==> src/rtl/pixel_word_packer.sv <==
// Packs per-channel pixel samples into wide words and issues addressed write strobes
// for the bank distributor; supports frame restart and padded line-end flush.
module pixel_word_packer #(
    parameter int CHANNEL_NUMBER    = 3,
    parameter int PIXEL_BITS        = 8,
    parameter int PIXELS_PER_WORD   = 8,
    parameter int CHANNEL_BANDWIDTH = PIXEL_BITS * PIXELS_PER_WORD,
    parameter int BLOCK_DEPTH       = 12,
    parameter int GLOBAL_ADDR_BITS  = $clog2(BLOCK_DEPTH)
) (
    input  logic                                               I_clk_in,
    input  logic                                               I_rst_n_in,
    input  logic [CHANNEL_NUMBER-1:0][PIXEL_BITS-1:0]          I_pixel_in,
    input  logic                                               I_valid_in,
    input  logic                                               I_frame_start_in,
    input  logic                                               I_line_end_in,
    output logic [CHANNEL_NUMBER-1:0][CHANNEL_BANDWIDTH-1:0]   O_data_out,
    output logic [GLOBAL_ADDR_BITS-1:0]                        O_address_out,
    output logic                                               O_write_out,
    output logic                                               O_block_done_out
);
    localparam int CNT_W = (PIXELS_PER_WORD > 1) ? $clog2(PIXELS_PER_WORD) : 1;

    typedef logic [CHANNEL_NUMBER-1:0][CHANNEL_BANDWIDTH-1:0] word_t;
    typedef enum logic [1:0] {IDLE, PACK, FLUSH} state_t;

    state_t                      state_q, state_d;
    logic [CNT_W-1:0]            cnt_q, cnt_d;
    logic [GLOBAL_ADDR_BITS-1:0] addr_q, addr_d;
    word_t                       word_q, word_d;
    word_t                       data_q, data_d;
    logic [GLOBAL_ADDR_BITS-1:0] oaddr_q, oaddr_d;
    logic                        write_q, write_d;
    logic                        done_q, done_d;

    logic                        emit;
    word_t                       emit_word;
    logic [CNT_W-1:0]            base_cnt;

    always_comb begin
        state_d   = state_q;
        cnt_d     = cnt_q;
        addr_d    = addr_q;
        word_d    = word_q;
        data_d    = data_q;
        oaddr_d   = oaddr_q;
        write_d   = 1'b0;
        done_d    = 1'b0;
        emit      = 1'b0;
        emit_word = word_q;
        base_cnt  = cnt_q;

        if (state_q != IDLE) begin
            // FLUSH drains the held partial word while the next word starts at slot 0.
            if (state_q == FLUSH) begin
                emit      = 1'b1;
                emit_word = word_q;
                word_d    = '0;
                base_cnt  = '0;
            end
            state_d = PACK;
            cnt_d   = base_cnt;
            if (I_valid_in) begin
                for (int c = 0; c < CHANNEL_NUMBER; c++)
                    word_d[c][int'(base_cnt)*PIXEL_BITS +: PIXEL_BITS] = I_pixel_in[c];
                if (base_cnt == CNT_W'(PIXELS_PER_WORD-1)) begin
                    emit      = 1'b1;
                    emit_word = word_d;
                    word_d    = '0;
                    cnt_d     = '0;
                end else begin
                    cnt_d = base_cnt + CNT_W'(1);
                end
            end
            if (I_line_end_in && cnt_d != '0)
                state_d = FLUSH;
        end

        if (I_frame_start_in) begin
            emit    = 1'b0;
            state_d = PACK;
            addr_d  = '0;
            word_d  = '0;
            cnt_d   = '0;
            if (I_valid_in) begin
                for (int c = 0; c < CHANNEL_NUMBER; c++)
                    word_d[c][PIXEL_BITS-1:0] = I_pixel_in[c];
                cnt_d = CNT_W'(1);
            end
        end

        if (emit) begin
            data_d  = emit_word;
            oaddr_d = addr_q;
            write_d = 1'b1;
            done_d  = (addr_q == GLOBAL_ADDR_BITS'(BLOCK_DEPTH-1));
            addr_d  = done_d ? '0 : addr_q + GLOBAL_ADDR_BITS'(1);
        end
    end

    always_ff @(posedge I_clk_in) begin
        if (!I_rst_n_in) begin
            state_q <= IDLE;
            cnt_q   <= '0;
            addr_q  <= '0;
            word_q  <= '0;
            data_q  <= '0;
            oaddr_q <= '0;
            write_q <= 1'b0;
            done_q  <= 1'b0;
        end else begin
            state_q <= state_d;
            cnt_q   <= cnt_d;
            addr_q  <= addr_d;
            word_q  <= word_d;
            data_q  <= data_d;
            oaddr_q <= oaddr_d;
            write_q <= write_d;
            done_q  <= done_d;
        end
    end

    assign O_data_out       = data_q;
    assign O_address_out    = oaddr_q;
    assign O_write_out      = write_q;
    assign O_block_done_out = done_q;
endmodule

==> config.mk <==
export PLATFORM = sky130hd
export DESIGN_NAME = pixel_word_packer
export DESIGN_NICKNAME = d
export VERILOG_FILES = /design/src/rtl/pixel_word_packer.sv
export SDC_FILE = /design/constraint.sdc
export NUM_CORES = 1
export LEC_CHECK = 0
export CORE_AREA = 8 8 227 229
export DETAILED_ROUTE_END_ITERATION = 6
export DIE_AREA = 0 0 235 237
export PLACE_DENSITY = 0.52
export SLEW_MARGIN = 5
export SYNTH_ARGS = -nofsm -noshare
export SYNTH_HDL_FRONTEND = slang
export SYNTH_SLANG_ARGS = --single-unit
==> constraint.sdc <==
create_clock -name I_clk_in -period 4.9 [get_ports I_clk_in]
set_input_delay 1.225 -clock I_clk_in [delete_from_list [all_inputs] [get_ports I_clk_in]]
set_output_delay 1.225 -clock I_clk_in [all_outputs]
set_load 0.01 [all_outputs]
==> flow_metrics.tcl, run 1 <==
set metrics [dict create \
    run_status "finished, final reports clean" \
    post-cts-setup-buffers 0 \
    dr_total_vias 15400 \
    ys_types 54 \
    p_leak_nw 7.74 \
    numCtsBuffers 46 \
    fmax_ghz 0.244 \
    dp_hpwl_um 37300 \
    design.core.area_mm2 0.0481 \
    synthCells 1857 \
    worstSetupStartpointType "flop" \
    dpl_cell_area_mm2 0.0191 \
    min_period_over_period_pct 83.6 \
    period_minus_slack_ns 4.09 \
    fp.dieH_um 237 \
    worstSetupPathType "reg -> reg" \
    drt_iter0_markers 1469 \
    syn_area_mm2 0.0165 \
    whs_endpoint "O_address_out[3]" \
    yosys_warnings 0 \
    maxCapViolCount 0 \
    syn_to_final_growth_pct 25.1 \
    report.final.slew_viol_count 0 \
    wl_um 61300 \
    synth-edff-count 0 \
    vdd_drop_max_v 0.000208 \
    synth_area_per_cell_um2 8.88 \
    first_global_vias 14700 \
    rr_worst_depth 11 \
    hold_depth 2 \
    synthTopCellsByArea "dfxtp_1 (48%), a221oi_1 (6.1%), a22o_1 (5.9%), nor2_1 (4.5%), o21ai_0 (4.5%)" \
    design_area_mm2 0.0206 \
    gp_congestion 0.866 \
    fp-row-count 81 \
    hp-class "reg -> reg" \
    port_buffers 226 \
    dieArea_mm2 0.0557 \
    synth_nets 1892 \
    io_pins 227 \
    antenna_found_initial 1 \
    arrival_ns 4.59 \
    critPathMaxFanout 90 \
    synth_seq_area_share_pct 48.4 \
    drtAntennaViolNets 0 \
    insertion_delay_ns 0.57 \
    yosys_register_bits 399 \
    first_pass_iters 6 \
    layout-drive-gt1-share_pct 8.35 \
    timing_worst_slew_pin_value_ns 1.15 \
    worstPathRequired_ns 5.40 \
    hold_viol_final 0 \
    r2r_end "O_data_out[163]" \
    wl_per_cell_um 23.4 \
    drc 0 \
    initial_core_util_pct 34.2 \
    clk_path_buf_depth 3 \
    fin_nets 2000 \
    rsz0062_at_grt "false" \
    setup_ws_ns 0.805 \
    cts_resized 0 \
    finClkSkew_ns 0.0129 \
    place_ws_ns 0.854 \
    yosys.area.top_type_share_pct 48.4 \
    cts.reportedPaths.clkPinSlew_ns 0.06 \
    root_buffer "clkbuf_16" \
    timing.hold.ws_ns 0.459 \
    grt_max_degree 131 \
    power.total_mw 7.25 \
    final_common_cell "dfxtp_1" \
    grtUsageTotal_pct 20.8 \
    relSlewSlack_pct 23.0 \
    via_per_inst 5.88 \
    power_density_mw_per_mm2 352 \
    min_from "O_address_out[3]" \
    synth-main-ff-cell "dfxtp_1" \
    cts_tree "done" \
    hold_buffers 0 \
    cts.htree.levels 2 \
    mostFrequentLayoutCells "dfxtp_1 (399), clkdlybuf4s50_1 (224), nor2_1 (195)" \
    die-width_um 235 \
    worst-r2r-setup-slack_ns 0.81 \
    synthArstFlopShare_pct 0 \
    r2r_start "state_q[0]" \
    grt_overflow 0 \
    crit_path_start "state_q[0]" \
    setup-violations-final 0 \
    synth_top_area_cell "dfxtp_1" \
    cp-end-kind "flop" \
    grt_first_pass_wirelength_um 93300 \
    cts.sinks 399 \
    fin_setup_tns_ns 0 \
]
cells in the mapped netlist (all sizes together), types with 6 or more instances:
library cell,instances
a32oi,6
nand4,32
nand2,134
nor3,7
o221ai,16
o22ai,25
a32o,24
buf,81
o21ai,160
o211ai,33
and3,73
inv,11
dfxtp,399
a221o,24
nand3,54
ha,6
a211oi,8
a221oi,127
a21oi,112
clkbuf,144
a22o,112
a31oi,35
nor2,198
report_power, final:
| part | total, mW | switching, mW | leakage, nW | internal, mW |
|---|---|---|---|---|
| sequential | 3.30 | 0.0264 | 3.22 | 3.28 |
| clock | 3.47 | 1.39 | 0.751 | 2.09 |
| combinational | 0.477 | 0.337 | 3.77 | 0.141 |
| total | 7.25 | 1.75 | 7.74 | 5.50 |
cell type report:
type                    instances  area (um2)
diodes                          1        2.50
clock buffers                  73        1380
clock inverters                10         144
fillers                      4651       27500
inverters                      12        45.0
multi-input cells            1221        7560
flip-flops and latches        399        7990
well taps                     622         778
repair buffers                285        2730
through the flow:
stage / cells / util [%]
2_1_floorplan: 1857 / -
3_3_place_gp: 2539 / 39.7
3_5_place_dp: 2539 / 39.7
4_1_cts: 2622 / 42.8
5_1_grt: 2622 / 42.8
6_report: 2623 / 42.8
worst max-delay path, stage by stage (launching register included):
cell	delay, ns
dfxtp_1	0.30
nand2b_2	0.25
buf_4	0.32
nand2_1	0.18
inv_1	0.06
ha_1	0.29
nand3_1	0.21
and2_1	0.37
or2_4	0.96
buf_4	0.65
a221oi_1	0.16
a21oi_1	0.18
registers in the layout, indices dropped and copies added (netlist names):
register and cells:
O_write_out 1, state_q 2, O_data_out 192, cnt_q 3, word_q 192, O_address_out 4, O_block_done_out 1, addr_q 4
worst max path at each step:
stage	to	depth (start not counted)
floorplan	word_q[3]	13
global placement	O_data_out[163]	11
detailed placement	O_data_out[163]	11
CTS	O_data_out[163]	11
global route	O_data_out[160]	11
finish	O_data_out[163]	11
metal layers:
metal	GRT usage, %	wire length [um]	up-vias
met1	28.6	27800	7603
met3	3.82	3930	88
li1	-	-	7193
met4	6.50	1530	0
met5	0	0	-
met2	32.8	28000	552
cells by family after synthesis:
logic type                 after synthesis  share of synthesized area, %
adders and majority gates                6                         0.455
DFF                                    399                          48.4
muxes                                    1                        0.0607
buffers and inverters                  237                          6.16
and+or+nand+nor                        522                          14.7
AOI/OAI and AO/OA                      692                          30.2
Power figures use the tool's default switching activity.
==> run 2: changes to the inputs <==
clock period = 4.1 ns   (was 4.9 ns; I/O delays follow)
==> run 2 against run 1 <==
  * Final cell count is essentially flat
  * Sequential share of layout area shrank 0.22 points
  * Combinational power grew 22%
  * Register-to-register slack lost 0.40 ns
  * Power grew 23%
  * Flip-flop and latch count is the same
==> flow_metrics.tcl, run 2 (synthesis gave the netlist of run 1 again) <==
set metrics [dict create \
    first_global_vias 14800 \
    worstSetupStartpointType "flop" \
    design.core.area_mm2 0.0481 \
    cts.htree.levels 2 \
    numCtsBuffers 46 \
    rsz0062_at_grt "false" \
    insertion_delay_ns 0.60 \
    via_per_inst 5.92 \
    layout-drive-gt1-share_pct 8.70 \
    min_period_over_period_pct 90.2 \
    cts_tree "done" \
    drt_iter0_markers 1444 \
    maxCapViolCount 0 \
    swShare_pct 24.5 \
    drtAntennaViolNets 0 \
    hp-class "reg -> reg" \
    report.final.slew_viol_count 0 \
    clockPowerShare_pct 49.1 \
    wl_um 62800 \
    comb_power_share_pct 6.5 \
    worstPathRequired_ns 4.60 \
    cts.reportedPaths.clkPinSlew_ns 0.06 \
    critPathMaxFanout 78 \
    die-width_um 235 \
    place_ws_ns 0.302 \
    period_minus_slack_ns 3.70 \
    first_pass_iters 6 \
    seqPwrFrac_pct 44.3 \
    power_density_mw_per_mm2 429 \
    grt_first_pass_wirelength_um 95200 \
    wl_per_cell_um 23.9 \
    setup_ws_ns 0.402 \
    port_buffers 226 \
    dieArea_mm2 0.0557 \
    cts_resized 0 \
    post-cts-setup-buffers 0 \
    fp-row-count 81 \
    finClkSkew_ns 0.0210 \
    fmax_ghz 0.270 \
    fp.dieH_um 237 \
    p_leak_nw 7.79 \
    dp_hpwl_um 38500 \
    vdd_drop_max_v 0.000297 \
    hold_viol_final 0 \
    final_common_cell "dfxtp_1" \
    io_pins 227 \
    fin_nets 2004 \
    setup-violations-final 0 \
    clk_path_buf_depth 3 \
    syn_to_final_growth_pct 25.8 \
    cp-end-kind "flop" \
    timing_worst_slew_pin_value_ns 1.14 \
    root_buffer "clkbuf_16" \
    p_int_mw 6.72 \
    arrival_ns 4.20 \
    grt_max_degree 157 \
    run_status "finished, final reports clean" \
    drc 0 \
    antenna_found_initial 3 \
    dr_total_vias 15500 \
    gp_congestion 0.819 \
    switchingPower_mw 2.18 \
    mostFrequentLayoutCells "dfxtp_1 (399), clkdlybuf4s50_1 (224), nor2_1 (195)" \
    hold_buffers 0 \
    grt_overflow 0 \
    relSlewSlack_pct 23.8 \
    initial_core_util_pct 34.2 \
    worstSetupPathType "reg -> reg" \
    fin_setup_tns_ns 0 \
    cts.sinks 399 \
    grtUsageTotal_pct 21.4 \
]
run 2: per-stage QoR:
stage	util, %	total power, mW	area [um2]	hold slack [ns]	instances
2_1_floorplan	-	4.34	16500	0.442	1857
4_1_cts	43.1	8.98	20700	0.463	2623
3_3_place_gp	39.8	4.60	19100	0.450	2543
5_1_grt	43.1	9.19	20700	0.487	2624
3_5_place_dp	39.8	4.61	19100	0.454	2543
6_report	43.1	8.90	20700	0.460	2624
run 2: area by class of cell:
class	count	area [um2]
repair buffers	289	2770
well taps	622	778
flip-flops and latches	399	7990
diodes	1	2.50
inverters	12	45.0
clock inverters	16	283
clock buffers	64	1320
fillers	4630	27400
multi-input cells	1221	7560
run 2: final timing paths:
check | from | end | slack, ns | cells after the start
worst max-delay path | state_q[0] | O_data_out[54] | 0.40 | 7
worst min-delay path | O_address_out[3] | O_address_out[3] | 0.46 | 2
worst max register to register | state_q[0] | O_data_out[54] | 0.40 | 7
worst min register to register | O_address_out[3] | O_address_out[3] | 0.46 | 2
run 2: metal layers:
metal  vias up  GRT usage (%)  part of all wire, %
met5         -              0                0.021
met1      7609           29.2                   45
li1       7206              -                    -
met3        99           4.42                  6.8
met4         2           6.92                  2.9
met2       614           33.5                   45
run 2: worst max-delay path, cell delays in order, from the launching register on:
cell	delay, ns
dfxtp_1	0.32
nand2b_2	0.19
buf_4	0.74
and2_1	0.41
or2_4	0.86
buf_4	0.68
a21oi_1	0.15
o22ai_1	0.15
run 2: power groups by stage:
| stage | combinational [mW] | clock, mW | sequential [mW] |
|---|---|---|---|
| after floorplan | 0.312 | 0 | 4.03 |
| after global placement | 0.571 | 0 | 4.03 |
| after detailed placement | 0.576 | 0 | 4.03 |
| after CTS | 0.578 | 4.46 | 3.94 |
| after global routing | 0.622 | 4.62 | 3.95 |
| final | 0.583 | 4.37 | 3.94 |
==> run 3: changes to the inputs <==
CORE_AREA = 2 2 310 159   (was 8 8 227 229)
DIE_AREA = 0 0 312 161   (was 0 0 235 237)
PLACE_DENSITY = 0.54   (was 0.52)
clock period = 3.2 ns   (was 4.1 ns; I/O delays follow)
==> run 3 against run 2 <==
  * Via count up 1.8%
  * Utilization up 0.77 points
  * Sequential power up 28%
  * Flip-flop and latch count unchanged
  * First-iteration DRC count up 6.5%
  * Die area down 9.8%
  * Clock power up 8.9%
  * Critical path type unchanged
  * Hold slack better by 0.012 ns
  * Design area up 0.74%
  * Fmax up 22%
  * Wire length down 2.0%
==> flow_metrics.tcl, run 3 (synthesis gave the netlist of run 1 again) <==
set metrics [dict create \
    grt_first_pass_wirelength_um 94200 \
    period_minus_slack_ns 3.02 \
    first_global_vias 15000 \
    min_from "word_q[145]" \
    run_status "finished, final reports clean" \
    rsz0062_at_grt "false" \
    timing.hold.ws_ns 0.472 \
    fin_setup_tns_ns 0 \
    vdd_drop_max_v 0.000322 \
    port_buffers 226 \
    final_common_cell "dfxtp_1" \
    insertion_delay_ns 0.55 \
    fp.dieH_um 161 \
    timing_worst_slew_pin_value_ns 1.16 \
    cts.htree.levels 2 \
    drt_iter0_markers 1538 \
    post-cts-setup-buffers 0 \
    root_buffer "clkbuf_16" \
    fmax_ghz 0.331 \
    dr_total_vias 15800 \
    fin_nets 2038 \
    antenna_found_initial 3 \
    drc 0 \
    hold_depth 2 \
    p_leak_nw 7.88 \
    worst-r2r-setup-slack_ns 0.18 \
    worstSetupPathType "reg -> reg" \
    arrival_ns 3.45 \
    whs_endpoint "word_q[145]" \
    hold_viol_final 0 \
    min_period_over_period_pct 94.5 \
    hp-class "reg -> reg" \
    via_per_inst 5.90 \
    grt_max_degree 148 \
    drtAntennaViolNets 0 \
    cts_tree "done" \
    relSlewSlack_pct 22.9 \
    layout-drive-gt1-share_pct 10.2 \
    design.core.area_mm2 0.0476 \
    slowest_stage "a221oi_1" \
    r2r_end "O_data_out[43]" \
    clk_path_buf_depth 3 \
    maxCapViolCount 0 \
    cts.reportedPaths.clkPinSlew_ns 0.07 \
    wl_um 61600 \
    final_util_pct 43.9 \
    initial_core_util_pct 34.6 \
    grt_overflow 0 \
    worst_path_largest_cell_delay_ns 0.46 \
    worstPathRequired_ns 3.63 \
    worstPathCellList "nand2b_2, nand2_1, ha_1, ha_1, buf_4, nand2b_1, o21ai_0, nand2_1, buf_4, a221oi_1, nor2_1" \
    die-width_um 312 \
    fp-row-count 57 \
    dp_hpwl_um 39800 \
    wl_per_cell_um 23.0 \
    finClkSkew_ns 0.0133 \
    cp-end-kind "flop" \
    io_pins 227 \
    rr_worst_depth 11 \
    mostFrequentLayoutCells "dfxtp_1 (399), clkdlybuf4s50_1 (224), nor2_1 (195)" \
    first_pass_iters 5 \
    worstSetupStartpointType "flop" \
    dieArea_mm2 0.0502 \
    r2r_start "state_q[0]" \
    grtUsageTotal_pct 23.8 \
    cts.sinks 399 \
    power.total_mw 10.6 \
    power_density_mw_per_mm2 508 \
    gp_congestion 0.897 \
    critPathMaxFanout 24 \
    setup-violations-final 0 \
    numCtsBuffers 40 \
    report.final.slew_viol_count 0 \
    syn_to_final_growth_pct 26.7 \
]
run 3: critical path: cells and delay by family (launching register included):
family          cells  cell delay, ns
simple gates        5            0.71
compound gates      2            0.87
fa+ha+maj           2            0.57
buf+inv             2            0.42
flops               1            0.32
run 3: worst max path at each step:
stage / end / startpoint / cells after the start / slack [ns]
floorplan: word_q[3] / state_q[0] / 13 / 0.03
global placement: word_q[185] / state_q[0] / 8 / 0.28
detailed placement: word_q[45] / I_frame_start_in / 5 / 0.18
CTS: word_q[168] / state_q[0] / 9 / 0.21
global route: O_data_out[154] / state_q[0] / 9 / 0.005
finish: O_data_out[43] / state_q[0] / 11 / 0.18
run 3: cell type report:
cell class | count | area (um2)
Clock buffer | 61 | 1180
Inverter | 12 | 45.0
Clock inverter | 10 | 111
Antenna cell | 1 | 2.50
Fill cell | 4742 | 26700
Multi-Input combinational cell | 1221 | 7580
Sequential cell | 399 | 7990
Tap cell | 649 | 812
Timing Repair Buffer | 329 | 3170
run 3: stage by stage:
step / worst slack [ns] / cells / cell area (um2)
after floorplan: 0.0282 / 1857 / 16500
after global placement: 0.285 / 2610 / 19600
after detailed placement: 0.177 / 2610 / 19600
after CTS: 0.215 / 2681 / 20900
after global routing: 0.00493 / 2682 / 20900
final: 0.176 / 2682 / 20900
run 3: routing by layer:
| metal | vias to the layer above | routed length (um) | global-route usage [%] |
|---|---|---|---|
| li1 | 7262 | - | - |
| met1 | 7796 | 29800 | 36.0 |
| met3 | 86 | 4880 | 5.37 |
| met2 | 667 | 25700 | 34.1 |
| met4 | 2 | 1210 | 5.46 |
| met5 | - | 13 | 0 |
run 3: where the power goes:
part	internal (mW)	leakage (nW)	switching, mW
sequential	5.01	3.22	0.0380
combinational	0.253	4.03	0.543
clock	2.71	0.638	2.05
run 3: repair_timing:
action,4_1_cts,5_1_grt
gates resized for setup,0,3
hold buffers,0,0
hold endpoints to repair,0,0
setup endpoints to repair,0,36
